--- src/rtl/servo_pwm_bank.sv ---
// servo_pwm_bank
//   Bank of NUM_CH servo/motor PWM channels sharing one frame counter.
//   Every channel has a target high time (tgt) set by writes, clamped to
//   [MIN_PULSE, MAX_PULSE], and an applied high time (cur). cur moves
//   toward tgt by at most SLEW clocks, and only at frame wrap, so a pulse
//   never changes inside a frame.
//
// Ports
//   clock        system clock
//   resetn       asynchronous active-low reset
//   enable       frame generation enable (counter held at 0 when low)
//   wr_en        single-cycle write strobe
//   wr_ch        channel index for the write (out-of-range index ignored)
//   wr_pulse     requested high time in clocks
//   pwm_out      per-channel PWM outputs (registered)
//   period_start one-cycle frame marker, aligned with the pwm rising edge
//   busy         per-channel flag: applied pulse differs from target
//   wr_clamped   one-cycle flag: the last accepted write was clamped
module servo_pwm_bank #(
  parameter int NUM_CH    = 3,
  parameter int CNT_W     = 20,
  parameter int PERIOD    = 1000000,
  parameter int MIN_PULSE = 50000,
  parameter int MAX_PULSE = 100000,
  parameter int SLEW      = 2048,
  localparam int CH_W     = (NUM_CH > 1) ? $clog2(NUM_CH) : 1
) (
  input  logic              clock,
  input  logic              resetn,
  input  logic              enable,
  input  logic              wr_en,
  input  logic [CH_W-1:0]   wr_ch,
  input  logic [CNT_W-1:0]  wr_pulse,
  output logic [NUM_CH-1:0] pwm_out,
  output logic              period_start,
  output logic [NUM_CH-1:0] busy,
  output logic              wr_clamped
);

  localparam logic [CNT_W-1:0] MIN_P  = CNT_W'(MIN_PULSE);
  localparam logic [CNT_W-1:0] MAX_P  = CNT_W'(MAX_PULSE);
  localparam logic [CNT_W-1:0] MID_P  = CNT_W'((MIN_PULSE + MAX_PULSE) / 2);
  localparam logic [CNT_W-1:0] SLEW_P = CNT_W'(SLEW);
  localparam logic [CNT_W-1:0] LAST_P = CNT_W'(PERIOD - 1);

  logic [CNT_W-1:0]  cnt_q, cnt_d;
  logic [CNT_W-1:0]  tgt_q [NUM_CH];
  logic [CNT_W-1:0]  tgt_d [NUM_CH];
  logic [CNT_W-1:0]  cur_q [NUM_CH];
  logic [CNT_W-1:0]  cur_d [NUM_CH];
  logic [NUM_CH-1:0] pwm_q, pwm_d;
  logic [NUM_CH-1:0] busy_q, busy_d;
  logic              period_start_q, period_start_d;
  logic              wr_clamped_q, wr_clamped_d;

  logic              wr_ok;
  logic              wrap;
  logic [CNT_W-1:0]  wr_val;

  always_comb begin
    wr_ok  = wr_en && (32'(wr_ch) < 32'(NUM_CH));
    wrap   = enable && (cnt_q == LAST_P);
    wr_val = wr_pulse;
    if (wr_pulse < MIN_P) wr_val = MIN_P;
    else if (wr_pulse > MAX_P) wr_val = MAX_P;

    cnt_d          = (!enable || wrap) ? '0 : cnt_q + CNT_W'(1);
    period_start_d = enable && (cnt_q == '0);
    wr_clamped_d   = wr_ok && ((wr_pulse < MIN_P) || (wr_pulse > MAX_P));

    for (int unsigned i = 0; i < NUM_CH; i++) begin
      tgt_d[i] = tgt_q[i];
      cur_d[i] = cur_q[i];
      // Slew step reads tgt_q, so a write landing on the wrap edge only
      // counts from the following wrap.
      if (wrap) begin
        if (tgt_q[i] > cur_q[i]) begin
          cur_d[i] = ((tgt_q[i] - cur_q[i]) <= SLEW_P) ? tgt_q[i] : cur_q[i] + SLEW_P;
        end else begin
          cur_d[i] = ((cur_q[i] - tgt_q[i]) <= SLEW_P) ? tgt_q[i] : cur_q[i] - SLEW_P;
        end
      end
      if (wr_ok && (wr_ch == CH_W'(i))) tgt_d[i] = wr_val;
      pwm_d[i]  = enable && (cnt_q < cur_q[i]);
      // Compared on next-state values so the registered flag matches the
      // registers as they stand after the same edge.
      busy_d[i] = (cur_d[i] != tgt_d[i]);
    end
  end

  always_ff @(posedge clock or negedge resetn) begin
    if (!resetn) begin
      cnt_q          <= '0;
      pwm_q          <= '0;
      busy_q         <= '0;
      period_start_q <= 1'b0;
      wr_clamped_q   <= 1'b0;
      for (int unsigned i = 0; i < NUM_CH; i++) begin
        tgt_q[i] <= MID_P;
        cur_q[i] <= MID_P;
      end
    end else begin
      cnt_q          <= cnt_d;
      pwm_q          <= pwm_d;
      busy_q         <= busy_d;
      period_start_q <= period_start_d;
      wr_clamped_q   <= wr_clamped_d;
      for (int unsigned i = 0; i < NUM_CH; i++) begin
        tgt_q[i] <= tgt_d[i];
        cur_q[i] <= cur_d[i];
      end
    end
  end

  assign pwm_out      = pwm_q;
  assign period_start = period_start_q;
  assign busy         = busy_q;
  assign wr_clamped   = wr_clamped_q;

endmodule

--- config.mk ---
export PLATFORM = sky130hd
export DESIGN_NAME = servo_pwm_bank
export DESIGN_NICKNAME = d
export VERILOG_FILES = /design/src/rtl/servo_pwm_bank.sv
export SDC_FILE = /design/constraint.sdc
export NUM_CORES = 1
export LEC_CHECK = 0
export ABC_AREA = 1
export CAP_MARGIN = 20
export CORE_UTILIZATION = 55
export CTS_CLUSTER_SIZE = 16
export DETAILED_ROUTE_END_ITERATION = 10
export PLACE_DENSITY = 0.72
export SLEW_MARGIN = 20
export SYNTH_ARGS = -nofsm -noshare
export SYNTH_HDL_FRONTEND = slang
export SYNTH_SLANG_ARGS = --single-unit
--- constraint.sdc ---
create_clock -name clock -period 4.37 [get_ports clock]
set_clock_uncertainty 0.05 [all_clocks]
set_input_delay 0.874 -clock clock [delete_from_list [all_inputs] [get_ports clock]]
set_output_delay 0.874 -clock clock [all_outputs]
set_load 0.01 [all_outputs]
[Word level (Yosys, flattened, before mapping)]
Cells that the tools add are included.
Storage, ports and cells
  output and inout port bits: 8
  word-level logic and storage cells: 78
  input bits: 26
  flip-flop bits (word level): 148
Operators by class
  equal/unequal tests: 6
  reductions and logical operators: 15
  multiplexer cells: 18
  $add $sub $neg: 13
  $lt $le $gt $ge: 15
Operators by type and width (count)
  $mux 20: 18
  $le 20x12->1 const B: 6
  $sub 20x20->20: 6
  $add 20x12->20 const B: 3
  $gt 20x20->1: 3
  $lt 20x20->1: 3
  $ne 20x20->1: 3
  $sub 20x12->20 const B: 3
  $add 20x1->20 const B: 1
  $eq 20x20->1 const B: 1
  $gt 20x17->1 const B: 1
  $logic_not 20->1: 1
  $lt 20x16->1 const B: 1
  $logic_and 1x1->1: 10
  $eq 2x1->1 const B: 1
  $eq 2x2->1 const B: 1
  $logic_not 2->1: 1
  $logic_or 1x1->1: 2
  $lt 2x2->1 const B: 1
  $logic_not 1->1: 1

[Depth between registers and ports, before layout]
  depth after elaboration: 6
  depth in mapped cells: 28
  depth with buffers taken out: 27

[Worst setup path before layout]
No wires, ideal clock.
  kind: register to register
  start: reg tgt_q[16] (netlist bit)
  end: reg busy_q[2], in the netlist busy[2]
  setup slack: 1.358 ns
  cell stages (with the launch flop): 26
  data required time: 4.195 ns
  clock period less this slack: 3.012 ns
  setup time: 0.125 ns
  arrival: 2.836 ns
  buffers on the path: 2
  cells stage by stage: dfstp_2 inv_1 ha_1 buf_2 nand2_1 nor2_1 nand2_1 nor2_2 nand2_1 nand3_1 nand2_1 nand2_1 nand3_2 nor2_8 nand2_4 buf_6 nand2_1 nand3_1 nand2_1 nand2_1 nand3_1 nand2_1 nor2_1 nand2_1 nor2_1 nand3_1
Between the ends
  cells in the longest elaborated chain, start to end: 6
  elaborated cells on any way between the ends: 11
  those cells by class: 2 x add/sub; 3 x order compare; 1 x eq/ne; 5 x mux
Ends and longest elaborated chain
  start, declared: line 47  | logic [CNT_W-1:0] tgt_q [NUM_CH];
  start signal, assigned by index: line 109  | tgt_q[i] <= tgt_d[i];
  $sub 20x20->20, on equally long branches: line 80, 78
  $le 20x12->1, on equally long branches: line 80, 78
  $mux 20, on equally long branches: line 80, 78
  $mux 20: line 77  | if (tgt_q[i] > cur_q[i]) begin
  $mux 20: line 76  | if (wrap) begin
  $ne 20x20->1 *: line 87  | busy_d[i] = (cur_d[i] != tgt_d[i]);
  net busy_d[2]: line 52  | logic [NUM_CH-1:0] busy_q, busy_d;
  end signal, assigned: line 105  | busy_q <= busy_d;
  end, declared: line 52
Mark *: on every way through the listed nets, which the timed path passes. The rest lies on a longest branch.

==> metrics.yaml <==
grt_max_degree: 82
yosysSeqAreaShare_pct: 19.2
postRouteAntennaNets: 0
whs_ps: 431
hold_viol: 0
syn_to_final_growth_pct: 6.82
setup_tns_ps: 0
grt_use_total_pct: 38.8
ys_async_sr_fraction_pct: 100
synth-seq-cells: 148
clock_latency_ps: 470
drtIter0Drc: 2245
period_share_pct: 93.3
dieArea_sq_mm: 0.0364
r2r-start: "tgt_q[3]$_DFF_PN1_"
synth_cell_types: 50
drive_gt1_share_pct: 6.33
netlist_area_sq_mm: 0.0196
ctsHoldBuffers: 0
num_io_pins: 34
outcome: "completed"
final_cell_mix: "nand2_1, inv_1, nand3_1"
cts-root-buf: "clkbuf_16"
dp_hpwl_mm: 54.7
fin_crit_ps: 4080
critPathRequiredTime_ps: 4660
core_sq_mm: 0.0348
p_leak_nw: 11.7
start_util_pct: 56.3
die_h_um: 191
via_count: 22100
cts_tree: "yes"
timing.rr.end: "busy[2]$_DFF_PN0_"
reg2reg_depth: 23
rrSetupSlack_ps: 290
crit_path_end_kind: "register"
cap_violations: 0
firstDrtPassIters: 6
drc: 0
cts_sinks: 148
drv_slew: 0
antenna_found_initial: 0
clkSlewWorstSetupHoldPaths_ps: 80
start_kind: "register"
synthCells: 3378
wl_mm: 70.2
grt_pass1_vias: 20400
tightest_slew_ps: 964
antenna_cells: 0
final_common_cell: "nand2_1"
crit_type: "register to register"
synthesis.nets: 3586
hp-class: "primary input to asynchronous set/reset pin"
synth_edf_count: 0
clk_path_buf_depth: 2
place_congestion: 1.02
path_max_fanout: 23
overflow: 0
finalSetupViolCount: 0
max_freq_ghz: 0.245
cp.arrival_ps: 4360
numCtsBuffers: 17
powerDensity_mw_per_mm2: 236
ys_warn_count: 0
avgSynthCellArea_sq_um: 5.80
drt-wirelength-per-cell_um: 18.2
port_buffers: 33
fin_nets: 3594
post-route-util_pct: 60.2
grt_setup_unrepaired: "false"
vias_per_cell: 5.73
peakVddDrop_mv: 0.341
grt_pass1_wl_mm: 109
maxSlewHeadroom_pct: 34.1
rows: 68
die_x_um: 191
ys.flop_type: "dfrtp_1"
htreeDepth: 4
## synthesized netlist by cell type (6+ instances only)
| master | n | area, sq um |
|---|---|---|
| a21boi_0 | 6 | 45.0 |
| a21oi_1 | 120 | 601 |
| buf_2 | 36 | 180 |
| buf_4 | 7 | 52.6 |
| buf_6 | 13 | 146 |
| clkbuf_1 | 23 | 86.3 |
| dfrtp_1 | 100 | 2500 |
| dfstp_2 | 48 | 1260 |
| ha_1 | 182 | 2280 |
| inv_1 | 546 | 2050 |
| inv_2 | 7 | 26.3 |
| nand2_1 | 1241 | 4660 |
| nand2_2 | 30 | 188 |
| nand3_1 | 455 | 2280 |
| nand3_2 | 19 | 190 |
| nand3b_1 | 7 | 52.6 |
| nand4_1 | 75 | 469 |
| nor2_1 | 210 | 788 |
| nor2_2 | 20 | 125 |
| nor3_1 | 35 | 175 |
| nor4_1 | 7 | 43.8 |
| o211ai_1 | 6 | 45.0 |
| o21ai_0 | 62 | 310 |
| o21ai_1 | 10 | 50.1 |
| xor2_1 | 53 | 464 |
## through the flow
step	cells	worst slack [ps]	instance area (sq um)	power (mW)
final	3853	292	20900	4.94
after CTS	3851	417	20900	4.89
after global routing	3853	32.3	20900	5.20
after floorplan	3378	1360	19600	2.80
after detailed placement	3820	310	20300	3.35
after global placement	3820	360	20300	3.34
## metal layers
layer / vias up / track usage, % / routed length (um)
met1: 10000 / 50.2 / 29100
met4: 0 / 16.5 / 2890
met5: - / 0 / 0
met3: 187 / 9.11 / 7330
li1: 10700 / - / -
met2: 1146 / 61.5 / 30800
## where the power goes
part	internal, mW	switching, mW	total, mW	leakage [nW]
Combinational	0.542	1.27	1.81	9.60
Sequential	1.48	0.105	1.58	1.76
Clock	0.856	0.692	1.55	0.286
Total	2.87	2.07	4.94	11.7
## cell families (layout without fill, tap and decap cells)
family                     after synthesis  in the layout  share of synthesized area [%]
and+or+nand+nor                       2117           2117                           46.8
buffers and inverters                  640            660                           13.1
DFF                                    148            148                           19.2
adders and majority gates              182            182                           11.6
AOI/OAI and AO/OA                      235            235                           6.79
xor gates and xnor gates                56             56                           2.50
## worst max-delay path, cell delays in order, from the launching register on
cell,delay [ps]
dfstp_2,580
inv_1,100
ha_1,440
nand2_1,170
nor2_2,190
nand3_1,110
nand3b_1,190
nand2_1,100
nand2_1,90
nand2_1,50
nand2_1,90
nand3_2,130
nor2_8,330
nand2_4,290
nand2_1,130
nand3_1,70
nand3_1,120
nand2_1,90
nand2_1,70
nand2_1,90
nor2_1,100
nand2_1,60
nor2_1,180
nand3_1,100
## sequential cells by signal (all words and copies together), names as in the netlist
| signal | count |
|---|---|
| period_start | 1 |
| cur_q | 60 |
| tgt_q | 60 |
| cnt_q | 20 |
| pwm_out | 3 |
| busy | 3 |
| wr_clamped | 1 |
## layout make-up
type,instances,area [sq um]
clock buffers,17,425
repair buffers,72,649
multi-input cells,2590,13300
fillers,3366,13900
flip-flops and latches,148,3760
clock inverters,14,166
well taps,455,569
inverters,557,2090
## what timing repair did
action	4_1_cts	5_1_grt
endpoints found under the setup margin	0	1
buffers inserted	0	2
resized for setup	0	0
## how the worst max path moves through the flow
stage                         from                end  depth (start not counted)  slack [ps]
3_3_place_gp          wr_pulse[16]  busy[1]$_DFF_PN0_                         16         360
3_5_place_dp          wr_pulse[16]  busy[1]$_DFF_PN0_                         16         310
2_1_floorplan  tgt_q[16]$_DFF_PN1_  busy[2]$_DFF_PN0_                         25        1360
5_1_grt        tgt_q[47]$_DFF_PN1_  busy[0]$_DFF_PN0_                         21          30
6_report        tgt_q[3]$_DFF_PN1_  busy[2]$_DFF_PN0_                         23         290
4_1_cts         tgt_q[3]$_DFF_PN1_  busy[2]$_DFF_PN0_                         25         420
(Power assumes the default switching activity.)
